File: config.mk
export PLATFORM = sky130hd
export DESIGN_NAME = axi4lite_arbiter
export DESIGN_NICKNAME = d
export VERILOG_FILES = /design/src/rtl/axi4lite_pkg.sv /design/src/rtl/rr_arbiter2.sv /design/src/rtl/axi4lite_arbiter.sv
export SDC_FILE = /design/constraint.sdc
export NUM_CORES = 1
export LEC_CHECK = 0
export CORE_MARGIN = 3
export CORE_UTILIZATION = 34
export CTS_BUF_LIST = sky130_fd_sc_hd__clkbuf_4
export CTS_CLUSTER_DIAMETER = 60
export CTS_CLUSTER_SIZE = 12
export DETAILED_ROUTE_END_ITERATION = 7
export HOLD_SLACK_MARGIN = 0.1
export PLACE_DENSITY_LB_ADDON = 0.1
export SKIP_CTS_REPAIR_TIMING = 1
export SYNTH_ARGS = -nofsm -noshare
export SYNTH_HDL_FRONTEND = slang
export SYNTH_SLANG_ARGS = --single-unit
File: constraint.sdc
create_clock -name m_axi_aclk -period 1.75 [get_ports m_axi_aclk]
set_input_delay 0.35 -clock m_axi_aclk [delete_from_list [all_inputs] [get_ports m_axi_aclk]]
set_output_delay 0.35 -clock m_axi_aclk [all_outputs]
set_load 0.01 [all_outputs]
File: src/rtl/axi4lite_pkg.sv
// Shared definitions for the two-requester AXI4-Lite front-end arbiter:
// requester count and controller state encoding.
package axi4lite_pkg;

    localparam int NUM_REQ = 2;

    typedef enum logic [1:0] {
        ST_IDLE  = 2'd0,
        ST_ISSUE = 2'd1,
        ST_WAIT  = 2'd2,
        ST_RESP  = 2'd3
    } state_e;

endpackage

File: src/rtl/rr_arbiter2.sv
// Two-way round-robin grant selection: on contention the requester that was
// not granted last wins; a lone requester always wins.
module rr_arbiter2
    import axi4lite_pkg::*;
(
    input  logic [NUM_REQ-1:0] req_i,
    input  logic               last_grant_i,
    output logic [NUM_REQ-1:0] grant_o
);

    always_comb begin
        // NOTE: default first so every path assigns grant_o and no latch is inferred.
        grant_o = req_i;
        if (req_i == 2'b11) begin
            grant_o = last_grant_i ? 2'b01 : 2'b10;
        end
    end

endmodule

File: src/rtl/axi4lite_arbiter.sv
// Shares one AXI4-Lite master command port between two requesters.
// Define ARB_TIMEOUT_EN to add a WAIT watchdog that errors out after TIMEOUT_CYCLES.
module axi4lite_arbiter
    import axi4lite_pkg::*;
#(
    parameter int unsigned C_M_AXI_ADDR_WIDTH = 2,
    parameter int unsigned C_M_AXI_DATA_WIDTH = 8,
    parameter int unsigned TIMEOUT_CYCLES     = 64
) (
    input  logic                            m_axi_aclk,
    input  logic                            m_axi_aresetn,
    input  logic [NUM_REQ-1:0]              req_valid,
    input  logic [NUM_REQ-1:0]              req_write,
    input  logic [2*C_M_AXI_ADDR_WIDTH-1:0] req_addr,
    input  logic [2*C_M_AXI_DATA_WIDTH-1:0] req_wdata,
    output logic [NUM_REQ-1:0]              req_ready,
    output logic [NUM_REQ-1:0]              rsp_valid,
    output logic [C_M_AXI_DATA_WIDTH-1:0]   rsp_rdata,
    output logic                            rsp_err,
    output logic                            start_write,
    output logic                            start_read,
    output logic [C_M_AXI_ADDR_WIDTH-1:0]   write_addr,
    output logic [C_M_AXI_DATA_WIDTH-1:0]   write_data,
    output logic [C_M_AXI_ADDR_WIDTH-1:0]   read_addr,
    input  logic                            done,
    input  logic [C_M_AXI_DATA_WIDTH-1:0]   read_data,
    output logic                            busy
);

    localparam int unsigned AW = C_M_AXI_ADDR_WIDTH;
    localparam int unsigned DW = C_M_AXI_DATA_WIDTH;

    state_e               state_q;
    logic                 last_q;
    logic [NUM_REQ-1:0]   grant_q;
    logic                 write_q;
    logic [NUM_REQ-1:0]   req_ready_q;
    logic [NUM_REQ-1:0]   rsp_valid_q;
    logic [DW-1:0]        rsp_rdata_q;
    logic                 start_write_q;
    logic                 start_read_q;
    logic [AW-1:0]        write_addr_q;
    logic [DW-1:0]        write_data_q;
    logic [AW-1:0]        read_addr_q;
    logic                 busy_q;

    logic [NUM_REQ-1:0]   arb_grant;
    logic                 win_idx;
    logic                 win_write;
    logic [AW-1:0]        win_addr;
    logic [DW-1:0]        win_wdata;

    rr_arbiter2 u_rr (
        .req_i        (req_valid),
        .last_grant_i (last_q),
        .grant_o      (arb_grant)
    );

    assign win_idx   = arb_grant[1];
    assign win_write = req_write[win_idx];
    assign win_addr  = win_idx ? req_addr[2*AW-1:AW]   : req_addr[AW-1:0];
    assign win_wdata = win_idx ? req_wdata[2*DW-1:DW] : req_wdata[DW-1:0];

`ifdef ARB_TIMEOUT_EN
    localparam int unsigned     CNT_W   = $clog2(TIMEOUT_CYCLES + 1);
    localparam logic [CNT_W-1:0] CNT_MAX = CNT_W'(TIMEOUT_CYCLES - 1);

    logic [CNT_W-1:0] cnt_q;
    logic             rsp_err_q;
`endif

    // NOTE: sequential state uses non-blocking assignments only; reset is sampled on the clock edge.
    always_ff @(posedge m_axi_aclk) begin
        if (!m_axi_aresetn) begin
            state_q       <= ST_IDLE;
            last_q        <= 1'b1;
            grant_q       <= '0;
            write_q       <= 1'b0;
            req_ready_q   <= '0;
            rsp_valid_q   <= '0;
            rsp_rdata_q   <= '0;
            start_write_q <= 1'b0;
            start_read_q  <= 1'b0;
            write_addr_q  <= '0;
            write_data_q  <= '0;
            read_addr_q   <= '0;
            busy_q        <= 1'b0;
`ifdef ARB_TIMEOUT_EN
            cnt_q         <= '0;
            rsp_err_q     <= 1'b0;
`endif
        end else begin
            req_ready_q   <= '0;
            rsp_valid_q   <= '0;
            start_write_q <= 1'b0;
            start_read_q  <= 1'b0;
            case (state_q)
                ST_IDLE: begin
                    if (|req_valid) begin
                        grant_q       <= arb_grant;
                        last_q        <= win_idx;
                        write_q       <= win_write;
                        req_ready_q   <= arb_grant;
                        start_write_q <= win_write;
                        start_read_q  <= ~win_write;
                        // Only the address port of the chosen direction moves.
                        if (win_write) begin
                            write_addr_q <= win_addr;
                            write_data_q <= win_wdata;
                        end else begin
                            read_addr_q  <= win_addr;
                        end
                        busy_q  <= 1'b1;
                        state_q <= ST_ISSUE;
                    end
                end
                ST_ISSUE: begin
`ifdef ARB_TIMEOUT_EN
                    cnt_q   <= '0;
`endif
                    state_q <= ST_WAIT;
                end
                ST_WAIT: begin
                    if (done) begin
                        rsp_valid_q <= grant_q;
                        rsp_rdata_q <= write_q ? '0 : read_data;
                        state_q     <= ST_RESP;
`ifdef ARB_TIMEOUT_EN
                    end else if (cnt_q == CNT_MAX) begin
                        rsp_valid_q <= grant_q;
                        rsp_rdata_q <= '0;
                        rsp_err_q   <= 1'b1;
                        state_q     <= ST_RESP;
                    end else begin
                        cnt_q <= cnt_q + 1'b1;
`endif
                    end
                end
                ST_RESP: begin
`ifdef ARB_TIMEOUT_EN
                    rsp_err_q <= 1'b0;
`endif
                    busy_q  <= 1'b0;
                    state_q <= ST_IDLE;
                end
                default: state_q <= ST_IDLE;
            endcase
        end
    end

    assign req_ready   = req_ready_q;
    assign rsp_valid   = rsp_valid_q;
    assign rsp_rdata   = rsp_rdata_q;
    assign start_write = start_write_q;
    assign start_read  = start_read_q;
    assign write_addr  = write_addr_q;
    assign write_data  = write_data_q;
    assign read_addr   = read_addr_q;
    assign busy        = busy_q;

`ifdef ARB_TIMEOUT_EN
    assign rsp_err = rsp_err_q;
`else
    assign rsp_err = 1'b0;
`endif

endmodule
==> impl_metrics.yaml <==
run_status:
  status: "complete, no violations"
routing:
  wl_per_cell_um: 13.33
  drt-initial-drc-count: 61
  avgViaCountPerCell: 4.923
  vias: 1339
  antenna_left: 0
  drc_errors: 0
  routed_wirelength_mm: 3.626
  detailedRoute.firstPassIterationCount: 4
worst_setup_path:
  worstPathCellList: "clkdlybuf4s50_1"
  critPathMaxStageDelay_ns: 0.55
  worstPathMaxFanout: 2
  setup.worst_path.class: "register to output pin"
  cp.required_ns: 1.40
  startpoint_type: "register"
  arrival_ns: 1.22
  crit_family: "buffers and inverters"
  slowest_stage: "clkdlybuf4s50_1"
  crit_buf_inv: 1
  worstSetupEndpointType: "output pin"
sta:
  timing.fmax_mhz: 636.1
  finClkSkew_ns: 0.003266
  maxSlewViolCount: 0
  timing.final.crit_share_pct: 89.84
  rsz0062_at_grt: "no"
  hold_viol: 0
  setup_ws_ns: 0.1779
  layout_min_cycle_time_ns: 1.572
  max_slew_margin_pct: 65.42
  worst_pin_slew_ns: 0.5174
  setup_viol: 0
finish:
  antenna_cells: 0
  instances_no_fill: 272
  drive_gt1_share_pct: 14.86
  area_delta_synth_final_pct: 53.41
  n_fill_cell: 372
  final_nets: 259
floorplanning:
  coreArea_mm2: 0.004058
  dieArea_mm2: 0.005084
  die_x_um: 71.31
  io_pins: 63
  floorplan.rows: 23
  start_util_pct: 35.74
  die_y_um: 71.31
grt:
  grt_pass1_wl_mm: 6.313
  grt_pass1_vias: 1397
  grt_max_degree: 21
  gr-total-overflow: 0
  track_usage_pct: 15.50
  antenna_found_initial: 0
logic_synthesis:
  synth_compound_area_share_pct: 22.43
  synth_top_family_by_area: "compound AO/OA/AOI/OAI gates"
  synth_edf_count: 0
  synth_seq_cells: 33
  synth_fp_nets: 190
  synthAdderAreaFrac_pct: 2.588
  postSynthCellCount: 152
  yosysWarnings: 0
  synthSimpleGateAreaFrac_pct: 14.24
  synth_mux_area_share_pct: 7.593
  synthXorXnorAreaFrac_pct: 0
  synth_cell_types: 33
  yosysSeqAreaShare_pct: 45.56
  syn-cell-area_mm2: 0.001450
  synthArstFlopShare_pct: 0
  synthFlopType: "dfxtp_1"
  avgSynthCellArea_um2: 9.540
power:
  powerDensity_mw_per_mm2: 1125
  ir_worst_vdd_mv: 0.6606
  leakage_nw: 0.8757
placement:
  gp_congestion: 0.8041
  portBuffers: 61
  dp_cells: 264
  dpl.hpwl_mm: 2.931
  preCtsSetupSlack_ns: -0.1443
clocking:
  htreeDepth: 2
  tritoncts: "yes"
  clock_latency_ns: 0.31
  cts_buffer_depth: 2
  numCtsBuffers: 5
  root_buffer: "clkbuf_4"
  cts_sinks: 33
  clk_pin_slew_ns: 0.09
hold_path:
  worstHoldPathType: "register to register"
job:
  maxCapViolations: 0
[path summary, 6_finish.rpt]
check	from	endpoint	slack, ns	cells past startpoint
max	write_data[1]	write_data[1]	0.18	1
min	grant_q[0]	rsp_valid[0]	0.46	2
max reg2reg	state_q[0]	rsp_rdata[7]	0.25	6
min reg2reg	grant_q[0]	rsp_valid[0]	0.46	2
[power breakdown]
group	switching [mW]	total (mW)	internal [mW]	leakage [nW]
clock	0.227	0.434	0.207	0.0368
combinational	0.509	1.06	0.546	0.569
sequential	0.109	1.01	0.905	0.270
total	0.846	2.50	1.66	0.876
[flip-flops by register name (all words and copies together) (netlist names), 2 cells and up]
register    count
read_addr       2
write_data      8
grant_q         2
req_ready       2
rsp_valid       2
rsp_rdata       8
write_addr      2
state_q         2
[cell usage after synthesis (all sizes together) (2+ instances only)]
cell type	count	area (um^2)
a21oi	19	95.09
nand3	2	10.01
a211oi	8	100.1
a21boi	2	26.28
a32o	2	20.02
nor3	3	15.01
nand2	10	37.54
nor3b	8	60.06
mux2i	11	110.1
ha	3	37.54
nor2	13	48.80
o22ai	2	12.51
dfxtp	33	660.6
o21bai	2	15.01
inv	10	37.54
buf	7	50.04
clkbuf	5	18.77
[layout make-up]
class / count / area [um^2] / share of cell area (%)
Timing Repair Buffer: 74 / 720.7 / 32.40
Multi-Input combinational cell: 97 / 683.2 / 30.71
Sequential cell: 33 / 660.6 / 29.70
Tap cell: 50 / 62.56 / 2.812
Clock buffer: 8 / 60.06 / 2.700
Inverter: 10 / 37.54 / 1.687
[routing by layer]
metal / track usage, % / part of all wire (%) / up-vias
li1: - / - / 667
met2: 25.82 / 51 / 34
met1: 19.09 / 42 / 633
met4: 6.472 / 1.5 / 0
met5: 0 / 0 / -
met3: 3.787 / 5.6 / 5
[cells by family (layout without fill, tap and decap cells)]
group | after synthesis | count (layout)
adder cells (fa/ha/maj) | 3 | 3
multiplexers | 11 | 11
buffers and inverters | 22 | 92
flip-flops | 33 | 33
AND/OR/NAND/NOR | 40 | 40
other | 1 | 1
AO/OA/AOI/OAI | 42 | 42
[cells in the final DEF (no fill, tap or decap)]
cell             count
a211oi_2             8
a21boi_0             1
a21boi_4             1
a21oi_1             19
a221oi_1             1
a22oi_1              1
a32o_1               2
a32oi_1              1
and2_4               1
and3_1               1
buf_12               1
buf_4               12
clkbuf_4             8
clkdlybuf4s50_1     61
conb_1               1
dfxtp_1             33
ha_1                 3
inv_1               10
mux2i_1             11
nand2_1             10
nand2b_4             1
nand3_1              2
nor2_1              13
nor2b_1              1
nor3_1               3
nor3b_1              8
o211ai_1             1
o21a_1               1
o21ai_0              1
o21bai_1             2
o221a_2              1
o22ai_1              2
[worst reg2reg max path, delay by kind of cell, from the launching register on]
kind / cells / cell delay (ns)
adder cells (fa/ha/maj): 1 / 0.22
buffers and inverters: 1 / 0.08
flip-flops: 1 / 0.38
AND/OR/NAND/NOR: 3 / 0.58
AO/OA/AOI/OAI: 1 / 0.14
[metrics by stage]
step	TNS [ns]	instance area, um^2	hold slack (ns)	util [%]	power [mW]
final	0	2225	0.4603	54.83	2.503
after global routing	0	2225	0.4920	54.83	2.684
after global placement	-1.089	2165	0.4413	53.35	2.053
after floorplan	0	1450	0.4158	-	1.635
after CTS	0	2225	0.4663	54.83	2.541
after detailed placement	-1.676	2165	0.4462	53.35	2.099
(Power assumes the default switching activity.)
